### src/rtl/keccak_sel_pkg.sv
// Shared types, defaults and helpers for the Keccak word selector.
// Optional byte-swap build: define KECCAK_SEL_BYTESWAP_EN.
package keccak_sel_pkg;

    localparam int unsigned WIDE_W_DEF = 512;
    localparam int unsigned WORD_W_DEF = 32;
    localparam int unsigned SWAP_MAX_W = 256;

    typedef enum logic [1:0] {
        StIdle,
        StSingle,
        StStream
    } sel_state_e;

    function automatic int unsigned clog2(input int unsigned v);
        int unsigned r;
        r = 0;
        while ((64'd1 << r) < 64'(v)) begin
            r++;
        end
        return r;
    endfunction

    // Reverses the low `width` bits byte-wise; bits above `width` come back zero.
    function automatic logic [SWAP_MAX_W-1:0] byteswap(input logic [SWAP_MAX_W-1:0] w,
                                                      input int unsigned width);
        logic [SWAP_MAX_W-1:0] r;
        int nb;
        r  = '0;
        nb = int'(width / 8);
        for (int i = 0; i < int'(SWAP_MAX_W / 8); i++) begin
            if (i < nb) begin
                r[i*8 +: 8] = w[(nb-1-i)*8 +: 8];
            end
        end
        return r;
    endfunction

endpackage

### src/rtl/keccak_word_mux.sv
// Combinational word select: returns word idx of a wide buffer (word k = bits k*WORD_W+:WORD_W).
module keccak_word_mux #(
    parameter int unsigned WIDE_W = 512,
    parameter int unsigned WORD_W = 32,
    parameter int unsigned IDX_W  = 4
) (
    input  logic [WIDE_W-1:0] i_buf,
    input  logic [IDX_W-1:0]  i_idx,
    output logic [WORD_W-1:0] o_word
);

    localparam int unsigned NWORDS = WIDE_W / WORD_W;

    logic [WORD_W-1:0] w_words [NWORDS];

    for (genvar k = 0; k < int'(NWORDS); k++) begin : g_split
        assign w_words[k] = i_buf[k*WORD_W +: WORD_W];
    end

    assign o_word = w_words[i_idx];

endmodule

### src/rtl/keccak_word_sel.sv
// Registered wide-to-word selector: captures a Keccak slice, then returns single or streamed words.
// Optional per-read byte reversal of emitted words: define KECCAK_SEL_BYTESWAP_EN.
module keccak_word_sel
    import keccak_sel_pkg::*;
#(
    parameter int unsigned WIDE_W = WIDE_W_DEF,
    parameter int unsigned WORD_W = WORD_W_DEF
) (
    input  logic                                 clk,
    input  logic                                 rst_n,
`ifdef KECCAK_SEL_BYTESWAP_EN
    input  logic                                 i_swap_en,
`endif
    input  logic                                 i_load,
    input  logic [WIDE_W-1:0]                    i_in_wide,
    input  logic                                 i_rd_req,
    input  logic                                 i_rd_mode,
    input  logic [clog2(WIDE_W / WORD_W)-1:0]    i_rd_idx,
    input  logic                                 i_abort,
    output logic [WORD_W-1:0]                    o_out_word,
    output logic                                 o_out_valid,
    input  logic                                 i_out_ready,
    output logic                                 o_out_last,
    output logic                                 o_busy
);

    localparam int unsigned NWORDS = WIDE_W / WORD_W;
    localparam int unsigned IDX_W  = clog2(NWORDS);
    localparam logic [IDX_W-1:0] LAST_IDX = IDX_W'(NWORDS - 1);

    if (NWORDS < 2 || (NWORDS & (NWORDS - 1)) != 0 || (WIDE_W % WORD_W) != 0) begin : g_bad_cfg
        $error("keccak_word_sel: WIDE_W/WORD_W must be a power of two >= 2");
    end

    sel_state_e        r_state, w_state_nxt;
    logic [WIDE_W-1:0] r_buf, w_buf_nxt;
    logic [WORD_W-1:0] r_out_word, w_word_nxt;
    logic              r_out_valid, w_valid_nxt;
    logic              r_out_last, w_last_nxt;
    logic [IDX_W-1:0]  r_cur_idx, w_idx_nxt;

    logic [IDX_W-1:0]  w_cur_inc;
    logic [IDX_W-1:0]  w_mux_idx;
    logic [WORD_W-1:0] w_mux_word;
    logic [WORD_W-1:0] w_sel_word;
    logic              w_hs;

    assign w_cur_inc = r_cur_idx + IDX_W'(1);
    // One mux serves both the request index (IDLE) and the stream look-ahead (busy).
    assign w_mux_idx = (r_state == StIdle) ? i_rd_idx : w_cur_inc;
    assign w_hs      = r_out_valid & i_out_ready;

    keccak_word_mux #(
        .WIDE_W (WIDE_W),
        .WORD_W (WORD_W),
        .IDX_W  (IDX_W)
    ) u_mux (
        .i_buf  (r_buf),
        .i_idx  (w_mux_idx),
        .o_word (w_mux_word)
    );

`ifdef KECCAK_SEL_BYTESWAP_EN
    if ((WORD_W % 8) != 0 || WORD_W > SWAP_MAX_W) begin : g_bad_swap_cfg
        $error("keccak_word_sel: byte swap needs WORD_W multiple of 8 and <= SWAP_MAX_W");
    end

    logic                  r_swap;
    logic                  w_swap_sel;
    logic [SWAP_MAX_W-1:0] w_swapped;

    // swap_en is sampled with rd_req and held for the remainder of the read.
    assign w_swap_sel = (r_state == StIdle) ? i_swap_en : r_swap;
    assign w_swapped  = byteswap(SWAP_MAX_W'(w_mux_word), WORD_W);
    assign w_sel_word = w_swap_sel ? w_swapped[WORD_W-1:0] : w_mux_word;

    always_ff @(posedge clk or negedge rst_n) begin
        if (!rst_n) begin
            r_swap <= 1'b0;
        end else if (r_state == StIdle && !i_load && i_rd_req) begin
            r_swap <= i_swap_en;
        end
    end
`else
    assign w_sel_word = w_mux_word;
`endif

    always_comb begin
        w_state_nxt = r_state;
        w_buf_nxt   = r_buf;
        w_word_nxt  = r_out_word;
        w_valid_nxt = r_out_valid;
        w_last_nxt  = r_out_last;
        w_idx_nxt   = r_cur_idx;
        unique case (r_state)
            StIdle: begin
                if (i_load) begin
                    w_buf_nxt = i_in_wide;
                end else if (i_rd_req) begin
                    w_word_nxt  = w_sel_word;
                    w_valid_nxt = 1'b1;
                    if (i_rd_mode) begin
                        w_idx_nxt   = i_rd_idx;
                        w_last_nxt  = (i_rd_idx == LAST_IDX);
                        w_state_nxt = StStream;
                    end else begin
                        w_last_nxt  = 1'b1;
                        w_state_nxt = StSingle;
                    end
                end
            end
            StSingle: begin
                if (i_abort || w_hs) begin
                    w_valid_nxt = 1'b0;
                    w_last_nxt  = 1'b0;
                    w_state_nxt = StIdle;
                end
            end
            StStream: begin
                if (i_abort || (w_hs && r_out_last)) begin
                    w_valid_nxt = 1'b0;
                    w_last_nxt  = 1'b0;
                    w_state_nxt = StIdle;
                end else if (w_hs) begin
                    w_idx_nxt  = w_cur_inc;
                    w_word_nxt = w_sel_word;
                    w_last_nxt = (w_cur_inc == LAST_IDX);
                end
            end
            default: begin
                w_valid_nxt = 1'b0;
                w_last_nxt  = 1'b0;
                w_state_nxt = StIdle;
            end
        endcase
    end

    always_ff @(posedge clk or negedge rst_n) begin
        if (!rst_n) begin
            r_state     <= StIdle;
            r_buf       <= '0;
            r_out_word  <= '0;
            r_out_valid <= 1'b0;
            r_out_last  <= 1'b0;
            r_cur_idx   <= '0;
        end else begin
            r_state     <= w_state_nxt;
            r_buf       <= w_buf_nxt;
            r_out_word  <= w_word_nxt;
            r_out_valid <= w_valid_nxt;
            r_out_last  <= w_last_nxt;
            r_cur_idx   <= w_idx_nxt;
        end
    end

    assign o_out_word  = r_out_word;
    assign o_out_valid = r_out_valid;
    assign o_out_last  = r_out_last;
    assign o_busy      = (r_state != StIdle);

endmodule

### config.mk
export PLATFORM = sky130hd
export DESIGN_NAME = keccak_word_sel
export DESIGN_NICKNAME = d
export VERILOG_FILES = /design/src/rtl/keccak_sel_pkg.sv /design/src/rtl/keccak_word_mux.sv /design/src/rtl/keccak_word_sel.sv
export SDC_FILE = /design/constraint.sdc
export NUM_CORES = 1
export LEC_CHECK = 0
export CAP_MARGIN = 25
export CORE_ASPECT_RATIO = 0.7
export CORE_MARGIN = 5
export CORE_UTILIZATION = 39
export CTS_BUF_LIST = sky130_fd_sc_hd__clkbuf_4
export DETAILED_ROUTE_END_ITERATION = 10
export PLACE_DENSITY_LB_ADDON = 0.1
export SKIP_LAST_GASP = 1
export SYNTH_ARGS = -nofsm -noshare
export SYNTH_HDL_FRONTEND = slang
export SYNTH_SLANG_ARGS = --single-unit
### constraint.sdc
create_clock -name clk -period 3 [get_ports clk]
set_input_delay 0.3 -clock clk [delete_from_list [all_inputs] [get_ports clk]]
set_output_delay 0.3 -clock clk [all_outputs]
set_load 0.03 [all_outputs]
### Word-level counts from Yosys, hierarchy flattened

Cells that the tools add are included.

* register bits: 552
* logic and storage cells: 65

* $add $sub $neg: 1
* $lt $le $gt $ge: 1
* equal/unequal tests: 12
* mux-type cells: 32
* bitwise gates (word level): 2
* reduce and logical (&&, ||, !) cells: 11

Operators with widths (number)
* 32-bit 2-to-1 mux: 6
* 32-bit binary-select mux with 4-bit select: 1
* 32-bit case mux with 2 select lines: 1
* 4-bit 2-to-1 mux: 6
* 2-bit != test (second input constant): 7
* 2-bit 2-to-1 mux: 5
* 1-bit 2-to-1 mux: 9
* 4-bit == test (second input constant): 2
* 4-bit case mux with 2 select lines: 1
* 4-bit AND reduction: 2
* 1-bit case mux with 3 select lines: 2
* 2-bit case mux with 3 select lines: 1
* 6-bit AND reduction: 1
* 5-bit >= comparator (second input constant): 1
* 4-bit NOT with 5-bit output: 1
* 5-bit AND reduction: 1
* 4-bit by 1-bit adder with 4-bit output (second input constant): 1
* 2-bit nonzero test: 2
* 3-bit != test (second input constant): 1
* 2-bit by 1-bit == test with 1-bit output (second input constant): 1
* 2-bit == test (second input constant): 1
* 2-bit zero test: 1
* 1-bit logical OR: 2
* 2-bit AND reduction: 1
* other kinds (2): 2

### Longest topological paths before layout

Gate-level depths: netlist (run 1).

* depth in word-level cells: 9
* depth in mapped cells: 11
* depth with buffers taken out: 8

### By module

A second synthesis (run 1) with hierarchy kept.

* cell total of the unflattened synthesis: 1494
* area, all modules: 25278.0 um^2

Modules (own cells, without submodules)
* keccak_word_sel: times used 1, cells an instance 1223, area each 21549.4 um^2
* keccak_word_mux: times used 1, cells an instance 271, area each 3728.6 um^2

### Worst setup path before layout (run 1)

OpenSTA, ideal clock, no wires.

* path type: reg-to-reg
* from: register r_state[0]
* to: register r_out_word[20] (netlist: o_out_word[20])
* library setup time: 0.138 ns
* arrival time: 2.124 ns
* required time: 2.862 ns
* setup slack: 0.738 ns
* stages on the path, launching flop included: 10
* buffers on the path: 3
* period minus slack after synthesis: 2.262 ns
* cells stage by stage: dfrtp_1 > buf_6 > nor2_2 > inv_2 > o21ai_1 > buf_4 > buf_2 > mux4_2 > a22oi_1 > o211ai_1

* longest elaborated chain between the ends: 9

RTL lines
* start, declared: line keccak_word_sel.sv:35 `sel_state_e r_state, w_state_nxt;`
* start signal, assigned: line keccak_word_sel.sv:140 `r_state <= StIdle;`
* start signal, assigned: line keccak_word_sel.sv:147 `r_state <= w_state_nxt;`
* 2-bit zero test: line keccak_word_sel.sv:50, keccak_word_sel.sv:95
* 4-bit 2-to-1 mux: line keccak_word_sel.sv:50 `assign w_mux_idx = (r_state == StIdle) ? i_rd_idx : w_cur_inc;`
* 4-bit NOT with 5-bit output (not written as such): line keccak_word_mux.sv:20 `assign o_word = w_words[i_idx];`
* 32-bit binary-select mux with 4-bit select: line keccak_word_mux.sv:20
* 32-bit 2-to-1 mux (not written as such) (2 in a row): line keccak_word_mux.sv:20
* 32-bit 2-to-1 mux (on tied branches): line keccak_word_sel.sv:124, keccak_word_sel.sv:99
* 32-bit 2-to-1 mux (on tied branches): line keccak_word_sel.sv:120, keccak_word_sel.sv:97
* 32-bit case mux with 2 select lines: line keccak_word_sel.sv:95 `unique case (r_state)`
* end signal, assigned: line keccak_word_sel.sv:149 `r_out_word <= w_word_nxt;`
* end, declared: line keccak_word_sel.sv:37 `logic [WORD_W-1:0] r_out_word, w_word_nxt;`

Parallel ways exist; a longest one is shown, timed or not. The select of a mux whose other input is x is not followed.
A chain may end at the register's enable or synchronous reset.

### Worst setup path after layout (run 1)

* from: register r_cur_idx[0]
* to: register r_out_word[4] (netlist: o_out_word[4])

* longest elaborated chain between the ends: 9

RTL lines
* start, declared: line keccak_word_sel.sv:40 `logic [IDX_W-1:0] r_cur_idx, w_idx_nxt;`
* start signal, assigned: line keccak_word_sel.sv:152 `r_cur_idx <= w_idx_nxt;`
* 4-bit by 1-bit adder with 4-bit output *: line keccak_word_sel.sv:48 `assign w_cur_inc = r_cur_idx + IDX_W'(1);`
* 4-bit 2-to-1 mux *: line keccak_word_sel.sv:50
* 4-bit NOT with 5-bit output (not written as such) *: line keccak_word_mux.sv:20
* 32-bit binary-select mux with 4-bit select *: line keccak_word_mux.sv:20
* 32-bit 2-to-1 mux (not written as such) * (2 in a row): line keccak_word_mux.sv:20
* 32-bit 2-to-1 mux (on tied branches): line keccak_word_sel.sv:124, keccak_word_sel.sv:99
* 32-bit 2-to-1 mux (on tied branches): line keccak_word_sel.sv:120, keccak_word_sel.sv:97
* 32-bit case mux with 2 select lines *: line keccak_word_sel.sv:95

Every way passes the cells marked *; elsewhere a longest branch is shown, timed or not. The select of a mux whose other input is x is not followed.

==> results.sh, run 1 <==
export IMPL_clockRootBuffer="clkbuf_4"
export IMPL_synth_fa_ha_area_frac=0.00101
export IMPL_critPathLaunchType="register"
export IMPL_wl_met3_um=5130
export IMPL_grt_setup_unrepaired="no"
export IMPL_seq_area_frac_synth=0.558
export IMPL_grt_usage=0.244
export IMPL_hp_class="in -> reg"
export IMPL_finish_utilization=0.597
export IMPL_irDropWorstVdd_mv=0.316
export IMPL_cts_buffers_inserted=142
export IMPL_placementRows=77
export IMPL_critPathRequiredTime_ns=3.79
export IMPL_finalSetupTns_ns=0
export IMPL_synth_xor_area_share=0.000708
export IMPL_routed_wl_met2_um=43200
export IMPL_clock_latency_ns=0.89
export IMPL_core_um2=63000
export IMPL_slew_violations=0
export IMPL_endpoint_kind="register"
export IMPL_final_cell_area_um2=37600
export IMPL_finalSetupViolations=0
export IMPL_first_iter_violations=889
export IMPL_dp_hpwl_um=60000
export IMPL_sw_frac_of_total=0.321
export IMPL_antenna_left=0
export IMPL_area_growth_pct=51.8
export IMPL_met1Wirelength_um=34400
export IMPL_max_slew_margin_rel=0.321
export IMPL_crit_type="reg -> reg"
export IMPL_p_sw_mw=7.92
export IMPL_crit_fanout=31
export IMPL_hold_ws_ns=0.0886
export IMPL_highest_layer="met5"
export IMPL_pin_count=558
export IMPL_finalCritPeriodShare=0.953
export IMPL_synth_warnings=0
export IMPL_clock_path_buffers=3
export IMPL_p_clk_frac=0.265
export IMPL_cts_tree="done"
export IMPL_ys_types=47
export IMPL_start_util=0.393
export IMPL_cp_arrival_ns=3.65
export IMPL_post_cts_buffers=0
export IMPL_drive_gt1_frac=0.300
export IMPL_viasPerCell=5.11
export IMPL_overflow=0
export IMPL_status="finished clean"
export IMPL_first_global_vias=21549
export IMPL_synth_nets=2352
export IMPL_grt_pass1_wl_um=128000
export IMPL_cts_resized=0
export IMPL_firstDrtPassIters=5
export IMPL_wl_per_cell_um=22.3
export IMPL_vias=19472
export IMPL_ys_flop_type="dfrtp_1"
export IMPL_p_total_mw=24.7
export IMPL_p_leak_nw=15.5
export IMPL_antenna_found_initial=16
export IMPL_grt_max_degree=108
export IMPL_ff2ff_path_depth=10
export IMPL_synth_edff_count=0
export IMPL_syn_instance_count=1827
export IMPL_clkTransAtPathRegs_ns=0.06
export IMPL_worst_pin_slew_ns=1.02
export IMPL_syn_avg_cell_area_um2=13.6
export IMPL_intPower_mw=16.8
export IMPL_die_w_um=311
export IMPL_fillers=5124
export IMPL_syn_cell_area_um2=24800
export IMPL_min_period_ns=2.86
export IMPL_dpl_cell_area_um2=31700
export IMPL_async_flop_share=1.00
export IMPL_drcViolationCount=0
export IMPL_synth_seq_cells=552
export IMPL_nets=3404
export IMPL_seqPwrFrac=0.410
export IMPL_fin_worst_skew_ns=0.0523
export IMPL_drt_wl_total_um=84900
export IMPL_hold_depth=2
export IMPL_synthMuxAreaShare=0.292
export IMPL_synth_top_family_by_area="multiplexers"
export IMPL_combPwrFrac=0.325
export IMPL_gp_congestion=0.829
export IMPL_power_density_nw_per_um2=657
export IMPL_max_freq_ghz=0.350
export IMPL_htreeDepth=4
export IMPL_die_h_um=221
export IMPL_dieArea_um2=68700
export IMPL_synthSimpleGateAreaFrac=0.0616
export IMPL_cap_violations=0
export IMPL_portBuffers=557
export IMPL_synth_compound_area_share=0.0588
export IMPL_cts_sinks=552
export IMPL_hold_violations=0
-- worst max-delay path, cell delays in order (launching register included) --
cell and delay (ns):
dfrtp_1 0.43, inv_1 0.07, ha_1 0.33, o21ai_4 0.15, and2_4 0.35, buf_12 0.25, buf_4 0.23, nand2_1 0.08
a311oi_1 0.47, a31oi_1 0.16, o211ai_1 0.23
-- cell type report --
cell class,count,area [um^2],share of cell area
sequential,552,13800,0.368
timing repair buffer,1047,10600,0.283
multi-input combinational,1133,10300,0.274
clock buffer,211,1580,0.0421
tap,829,1040,0.0276
clock inverter,21,160,0.00426
antenna,15,37.5,0.000999
inverter,3,11.3,0.000300
-- stage by stage --
| step | setup WS [ns] | instances |
|---|---|---|
| final | 0.140 | 3811 |
| after global routing | 0.0576 | 3805 |
| after CTS | 0.177 | 3786 |
| after detailed placement | 0.0777 | 3155 |
| after global placement | 0.102 | 3155 |
| after floorplan | 0.738 | 1827 |
-- path summary, 6_finish.rpt --
check                                from             to  slack (ns)
hold reg to reg                r_buf[460]     r_buf[460]        0.50
setup reg to reg             r_cur_idx[0]  o_out_word[4]        0.14
min in group asynchronous           rst_n     r_buf[209]        0.53
max in group asynchronous           rst_n     r_buf[132]        1.56
setup / recovery             r_cur_idx[0]  o_out_word[4]        0.14
hold / removal             i_in_wide[391]     r_buf[391]        0.09
-- repair_timing --
action / CTS / global route
hold endpoints to repair: 909 / 10
hold buffers: 399 / 10
endpoints found under the setup margin: 0 / 0
-- registers in the layout (all words and copies together), names as in the netlist --
signal and flops:
o_out_last 1, o_out_valid 1, o_out_word 32, r_buf 512, r_cur_idx 4, r_state 2
-- kinds of logic (layout without fill, tap and decap cells) --
logic type,after synthesis,after routing
xor+xnor,2,2
flops,552,552
compound gates,199,199
mux,580,580
buf+inv,142,1282
other cells,0,15
fa+ha+maj,2,2
simple gates,350,350
-- layout by cell type (no fill, tap or decap), types with 14 or more instances in the layout --
master and count:
a31oi_1 36, buf_4 54, mux4_2 62, dlygate4sd3_1 408, dfrtp_1 552, mux2_2 513
clkbuf_4 211, diode_2 15, a311oi_1 32, buf_12 28, nand2_1 226, clkinv_1 14
clkdlybuf4s50_1 556, and3_1 36, a22oi_1 32, nand3_1 63, a211oi_1 35, o211ai_1 31
-- cells in the mapped netlist, types with 3 or more instances --
cell      instances  share of area
a211oi_1         35          0.011
a21oi_1           7         0.0014
a22oi_1          32         0.0097
a311oi_1         32          0.011
a31oi_1          36         0.0091
and3_1           36         0.0091
buf_2            78          0.016
buf_4             5         0.0015
buf_6             6         0.0027
clkbuf_1         48         0.0073
dfrtp_1         552           0.56
mux2_2          513           0.23
mux2i_1           4         0.0016
mux4_2           62          0.056
nand2_1         227          0.034
nand2b_1          4         0.0010
nand3_1          63          0.013
nor2_1           10         0.0015
o211ai_1         31         0.0094
o21ai_0           8         0.0016
o21ai_1           3        0.00061
-- power groups by stage --
stage / logic, mW / registers [mW] / clock network (mW)
6_report: 8.02 / 10.1 / 6.56
5_1_grt: 8.64 / 10.3 / 7.18
4_1_cts: 8.11 / 10.1 / 6.77
3_5_place_dp: 7.64 / 10.2 / 0
3_3_place_gp: 7.52 / 10.2 / 0
2_1_floorplan: 4.25 / 10.3 / 0
-- per-layer routing --
metal,track usage,up-vias
met2,0.427,560
met1,0.295,9843
met5,0,-
met3,0.0698,133
met4,0.0749,8
li1,-,8928
Note: power is estimated with default switching activity, not from simulation.
==> run 2: changes to the inputs <==
--- a/config.mk
+++ b/config.mk
@@ -7,7 +7,7 @@
 export LEC_CHECK = 0
 export CAP_MARGIN = 25
 export CORE_ASPECT_RATIO = 0.7
-export CORE_MARGIN = 5
+export CORE_MARGIN = 1
 export CORE_UTILIZATION = 39
 export CTS_BUF_LIST = sky130_fd_sc_hd__clkbuf_4
 export DETAILED_ROUTE_END_ITERATION = 10
==> run 2 against run 1 <==
  * Sequential cell count did not move
  * Sequential power hardly changed
  * Maximum frequency shrank 1.2%
  * Global-route usage rose by 1.9 points
  * Utilization is 0.66 points higher
  * Total power down 0.42%
  * First-iteration DRC count increased by 18%
==> results.sh, run 2 (synthesis results as in run 1) <==
export IMPL_dpl_cell_area_um2=31800
export IMPL_combPwrFrac=0.328
export IMPL_htreeDepth=4
export IMPL_final_cells=3789
export IMPL_r2r_slack_ns=0.11
export IMPL_final_cell_area_um2=37400
export IMPL_drt_wl_total_um=85700
export IMPL_crit_fanout=26
export IMPL_cts_buffers_inserted=144
export IMPL_die_h_um=213
export IMPL_sw_frac_of_total=0.326
export IMPL_fin_worst_skew_ns=0.0487
export IMPL_cts_tree="done"
export IMPL_dpl_cell_count=3153
export IMPL_firstDrtPassIters=5
export IMPL_status="finished clean"
export IMPL_grt_pass1_wl_um=126000
export IMPL_dieArea_um2=64500
export IMPL_cap_violations=0
export IMPL_seqPwrFrac=0.413
export IMPL_vias=19626
export IMPL_cpPeakStageDelay_ns=0.51
export IMPL_layout_cells_most_common_list="556 x clkdlybuf4s50_1, 552 x dfrtp_1, 513 x mux2_2"
export IMPL_grt_setup_unrepaired="no"
export IMPL_nets=3395
export IMPL_area_growth_pct=51.3
export IMPL_max_slew_margin_rel=0.420
export IMPL_crit_type="reg -> reg"
export IMPL_max_freq_ghz=0.345
export IMPL_post_cts_buffers=0
export IMPL_finalSetupTns_ns=0
export IMPL_wl_per_cell_um=22.6
export IMPL_cpMaxStageDelayCell="o21ai_2"
export IMPL_gp_congestion=0.863
export IMPL_p_leak_nw=15.4
export IMPL_critPathRequiredTime_ns=3.78
export IMPL_first_iter_violations=1045
export IMPL_pin_count=558
export IMPL_p_clk_frac=0.259
export IMPL_critPathLaunchType="register"
export IMPL_cp_arrival_ns=3.67
export IMPL_portBuffers=557
export IMPL_largest_register_ffs=512
export IMPL_placementRows=76
export IMPL_clock_path_buffers=3
export IMPL_slew_violations=0
export IMPL_finalSetupViolations=0
export IMPL_clkTransAtPathRegs_ns=0.07
export IMPL_min_period_ns=2.89
export IMPL_timing_rr_end="o_out_word[7]"
export IMPL_antenna_found_initial=14
export IMPL_power_density_nw_per_um2=657
export IMPL_crit_top_cell="buf_4"
export IMPL_irDropWorstVdd_mv=0.315
export IMPL_start_util=0.399
export IMPL_drive_gt1_frac=0.303
export IMPL_hold_violations=0
export IMPL_die_w_um=303
export IMPL_hp_class="in -> async"
export IMPL_dp_hpwl_um=59300
export IMPL_clockRootBuffer="clkbuf_4"
export IMPL_p_total_mw=24.6
export IMPL_p_sw_mw=8.02
export IMPL_intPower_mw=16.6
export IMPL_grt_usage=0.263
export IMPL_worst_pin_slew_ns=0.870
export IMPL_fillers=4983
export IMPL_cts_sinks=552
export IMPL_r2r_start="r_state[1]"
export IMPL_top_register="r_buf"
export IMPL_first_global_vias=21376
export IMPL_finalCritPeriodShare=0.965
export IMPL_viasPerCell=5.18
export IMPL_layout_commonest_cell="clkdlybuf4s50_1"
export IMPL_overflow=0
export IMPL_antenna_left=0
export IMPL_cp_cell_sequence="buf_4 -> o21ai_2 -> o21a_4 -> buf_4 -> a211oi_1 -> a311oi_1 -> a31oi_1 -> o211ai_1"
export IMPL_grt_max_degree=94
export IMPL_drcViolationCount=0
export IMPL_core_um2=62100
export IMPL_ff2ff_path_depth=8
export IMPL_clock_latency_ns=0.89
export IMPL_endpoint_kind="register"
==> run 2: changes by cell type in the layout (fill, tap and decap cells not counted), sizes merged <==
cell         delta
dlygate4sd3    -21
buf             +8
clkinv          +3
diode           -3
inv             +3
bufinv          -2
clkbuf          -2
o21a            +2
==> run 2: final cells by class <==
| cell class | instances | area (um^2) | share of cell area |
|---|---|---|---|
| Clock buffer | 209 | 1570 | 0.0419 |
| Clock inverter | 25 | 120 | 0.00321 |
| Inverter | 3 | 11.3 | 0.000301 |
| Multi-Input combinational cell | 1135 | 10300 | 0.276 |
| Tap cell | 819 | 1020 | 0.0274 |
| Timing Repair Buffer | 1034 | 10600 | 0.282 |
| Antenna cell | 12 | 30.0 | 0.000802 |
| Sequential cell | 552 | 13800 | 0.369 |
==> run 2: power by group through the flow <==
stage	Combinational, mW	Clock, mW	Sequential [mW]
CTS	8.06	6.55	10.1
global route	8.64	6.96	10.3
global placement	7.50	0	10.2
detailed placement	7.63	0	10.3
finish	8.08	6.36	10.1
floorplan	4.25	0	10.3
==> run 2: worst max path at each step <==
stage | to | from | cells after the start
floorplan | o_out_word[20] | r_state[0] | 9
global placement | o_out_word[27] | i_rd_idx[0] | 8
detailed placement | o_out_word[7] | i_rd_idx[0] | 8
CTS | o_out_word[7] | r_state[0] | 8
global route | o_out_word[7] | r_state[1] | 8
finish | o_out_word[7] | r_state[1] | 8
==> run 2: through the flow <==
step,util,hold WS [ns],worst slack [ns]
floorplan,-,0.00441,0.738
global placement,0.512,0.429,0.0721
detailed placement,0.512,0.423,0.0905
CTS,0.599,0.0000991,0.124
global route,0.603,-0.0285,0.0506
finish,0.603,0.0343,0.106
==> run 2: metal layers <==
metal  track usage  share of wire  up-vias
li1              -              -     8877
met1         0.312           0.39     9952
met2         0.451           0.51      641
met3        0.0757          0.071      146
met4         0.101          0.030       10
met5             0        0.00074        -
==> run 2: critical path, delay by kind of cell (launching register included) <==
family / cells / cell delay [ns]
flip-flops: 1 / 0.38
buffers and inverters: 2 / 0.59
AO/OA/AOI/OAI: 6 / 1.82
==> run 2: what timing repair did <==
item	4_1_cts	5_1_grt
endpoints found under the hold margin	534	15
hold buffers	372	15
setup endpoints to repair	0	3
gates resized for setup	0	1
==> run 3: changes to the inputs <==
--- a/config.mk
+++ b/config.mk
@@ -11,8 +11,9 @@
 export CORE_UTILIZATION = 39
 export CTS_BUF_LIST = sky130_fd_sc_hd__clkbuf_4
 export DETAILED_ROUTE_END_ITERATION = 10
-export PLACE_DENSITY_LB_ADDON = 0.1
+export PLACE_DENSITY = 0.7
 export SKIP_LAST_GASP = 1
 export SYNTH_ARGS = -nofsm -noshare
 export SYNTH_HDL_FRONTEND = slang
+export SYNTH_HIERARCHICAL = 1
 export SYNTH_SLANG_ARGS = --single-unit
==> run 3 against run 2 <==
  * Wire length grew 2.8%
  * Critical path depth grew 1
  * Sequential cell count is the same
  * Via count shrank 4.6%
  * Largest cell class unchanged
  * Clock-buffer cell count shrank 13
  * Maximum frequency grew 0.15%
  * Utilization grew 1.3 points
  * Setup slack gained 0.0043 ns
  * Critical path type unchanged
==> results.sh, run 3 <==
export IMPL_critPathLaunchType="register"
export IMPL_finalSetupTns_ns=0
export IMPL_ff_latch_area_um2=13800
export IMPL_worst_pin_slew_ns=1.09
export IMPL_layout_setup_ws_ns=0.110
export IMPL_cp_arrival_ns=3.75
export IMPL_cts_tree="done"
export IMPL_first_global_vias=21098
export IMPL_seq_area_frac_synth=0.546
export IMPL_overflow=0
export IMPL_clkTransAtPathRegs_ns=0.07
export IMPL_viasPerCell=5.14
export IMPL_dp_hpwl_um=56100
export IMPL_syn_avg_cell_area_um2=16.9
export IMPL_startpoint="r_cur_idx[0]"
export IMPL_irDropWorstVdd_mv=0.369
export IMPL_drt_wl_total_um=88100
export IMPL_dieArea_um2=65900
export IMPL_hp_class="in -> reg"
export IMPL_clock_latency_ns=1.02
export IMPL_die_h_um=215
export IMPL_gp_congestion=0.882
export IMPL_power_density_nw_per_um2=736
export IMPL_timing_rr_end="o_out_word[23]"
export IMPL_synth_warnings=6
export IMPL_slew_violations=0
export IMPL_grt_usage=0.268
export IMPL_crit_fanout=35
export IMPL_core_um2=63600
export IMPL_multi_input_area_um2=10600
export IMPL_fin_worst_skew_ns=0.0448
export IMPL_synth_nets=2019
export IMPL_crit_type="reg -> reg"
export IMPL_synth_largest_area_cell="dfrtp_1"
export IMPL_post_place_ws_ns=-0.175
export IMPL_ys_flop_type="dfrtp_1"
export IMPL_finalCritPeriodShare=0.963
export IMPL_layout_cells_most_common_list="555 x clkdlybuf4s50_1, 552 x dfrtp_1, 519 x dlygate4sd3_1"
export IMPL_wl_per_cell_um=24.2
export IMPL_r2r_start="r_cur_idx[0]"
export IMPL_drcViolationCount=0
export IMPL_clockRootBuffer="clkbuf_4"
export IMPL_critPathRequiredTime_ns=3.86
export IMPL_async_flop_share=1.00
export IMPL_ys_types=41
export IMPL_portBuffers=557
export IMPL_crit_end="o_out_word[23]"
export IMPL_area_growth_pct=55.0
export IMPL_layout_commonest_cell="clkdlybuf4s50_1"
export IMPL_die_w_um=306
export IMPL_fillers=4603
export IMPL_antenna_left=0
export IMPL_nets=3231
export IMPL_synth_area_leaders="dfrtp_1 55%, mux2_2 18%, mux4_2 11%"
export IMPL_top_register="r_buf"
export IMPL_endpoint_kind="register"
export IMPL_htreeDepth=4
export IMPL_max_freq_ghz=0.346
export IMPL_hold_violations=0
export IMPL_vias=18725
export IMPL_status="finished clean"
export IMPL_yosysMostFrequentCell="dfrtp_1"
export IMPL_p_total_mw=28.8
export IMPL_cts_buffers_inserted=140
export IMPL_p_leak_nw=16.3
export IMPL_placementRows=77
export IMPL_firstDrtPassIters=7
export IMPL_antenna_found_initial=14
export IMPL_cts_sinks=552
export IMPL_syn_cell_area_um2=25300
export IMPL_grt_max_degree=71
export IMPL_syn_instance_count=1494
export IMPL_grt_pass1_wl_um=131000
export IMPL_ff2ff_path_depth=9
export IMPL_largest_register_ffs=512
export IMPL_clock_path_buffers=3
export IMPL_pin_count=558
export IMPL_synth_edff_count=0
export IMPL_grt_setup_unrepaired="no"
export IMPL_min_period_ns=2.89
export IMPL_synth_top_area_frac=0.546
export IMPL_synth_seq_cells=552
export IMPL_r2r_slack_ns=0.11
export IMPL_finalSetupViolations=0
export IMPL_first_iter_violations=1119
export IMPL_synth_common_cells="552 x dfrtp_1, 414 x mux2_2, 128 x mux4_2"
export IMPL_start_util=0.398
export IMPL_drive_gt1_frac=0.357
export IMPL_cap_violations=0
export IMPL_max_slew_margin_rel=0.274
==> run 3: cell count changes in the layout (fill, tap and decap cells not counted), moves of 36 or more <==
cell / change
a31oi_1: -36
and3_1: -36
dlygate4sd3_1: +132
mux2_2: -99
mux2_4: +120
mux4_2: +66
nand2_1: -189
nand3_1: -60
==> run 3: stage by stage <==
step	hold WS [ns]	utilization	area (um^2)	cells
floorplan	0.00441	-	25300	1494
global placement	0.356	0.503	32000	2863
detailed placement	0.352	0.503	32000	2863
CTS	0.00360	0.613	39000	3619
global route	0.0927	0.616	39200	3642
finish	0.160	0.616	39200	3643
==> run 3: final cells by class <==
type                    count  area share
multi-input cells         836       0.272
clock inverters            40     0.00693
diodes                     14    0.000894
flip-flops and latches    552       0.353
inverters                   3    0.000319
well taps                 829      0.0265
repair buffers           1173       0.303
clock buffers             196      0.0376
==> run 3: metal layers <==
layer  track usage  up-vias  routed length (um)
li1              -     8146                   -
met1         0.359     9635               38200
met2         0.405      776               40100
met3        0.0891      160                7520
met4        0.0985        8                2150
met5             0        -                  47
==> run 3: how the worst min path moves through the flow <==
| stage | start | endpoint | slack (ns) | cells after the start |
|---|---|---|---|---|
| after floorplan | rst_n | o_out_last | 0.004 | 0 |
| after global placement | rst_n | r_buf[401] | 0.36 | 1 |
| after detailed placement | rst_n | r_buf[401] | 0.35 | 1 |
| after CTS | i_rd_req | o_out_last | 0.004 | 4 |
| after global routing | i_rd_req | r_state[0] | 0.09 | 4 |
| final | i_rd_idx[1] | r_cur_idx[1] | 0.16 | 4 |
==> run 3: timing repair <==
action,4_1_cts,5_1_grt
pin swaps,1,3
cloned,0,4
hold buffers,520,0
endpoints found under the hold margin,960,0
setup endpoints to repair,20,29
gates resized for setup,14,10
setup buffers,0,5
==> run 3: cells by family (layout without fill, tap and decap cells) <==
kind of cell / count (synthesis) / in the layout / synth area share
simple gates: 66 / 68 / 0.0130
fa+ha+maj: 2 / 2 / 0.000990
compound gates: 89 / 89 / 0.0251
xor+xnor: 2 / 2 / 0.000693
other cells: 0 / 14 / 0
buf+inv: 108 / 1412 / 0.0383
flops: 552 / 552 / 0.546
mux: 675 / 675 / 0.375
==> run 3: power by group <==
group	internal, mW	leakage (nW)	switching [mW]
clock network	3.35	1.02	3.24
registers	9.54	6.45	1.36
logic	6.36	8.79	4.99
==> run 3: critical path: stages (launching register included) <==
cell and delay (ns):
dfrtp_1 0.45, inv_1 0.08, ha_1 0.35, a21oi_4 0.18, buf_12 0.16, buf_6 0.39, mux4_2 0.41, a22oi_2 0.31
nand2_1 0.09, mux2_4 0.26
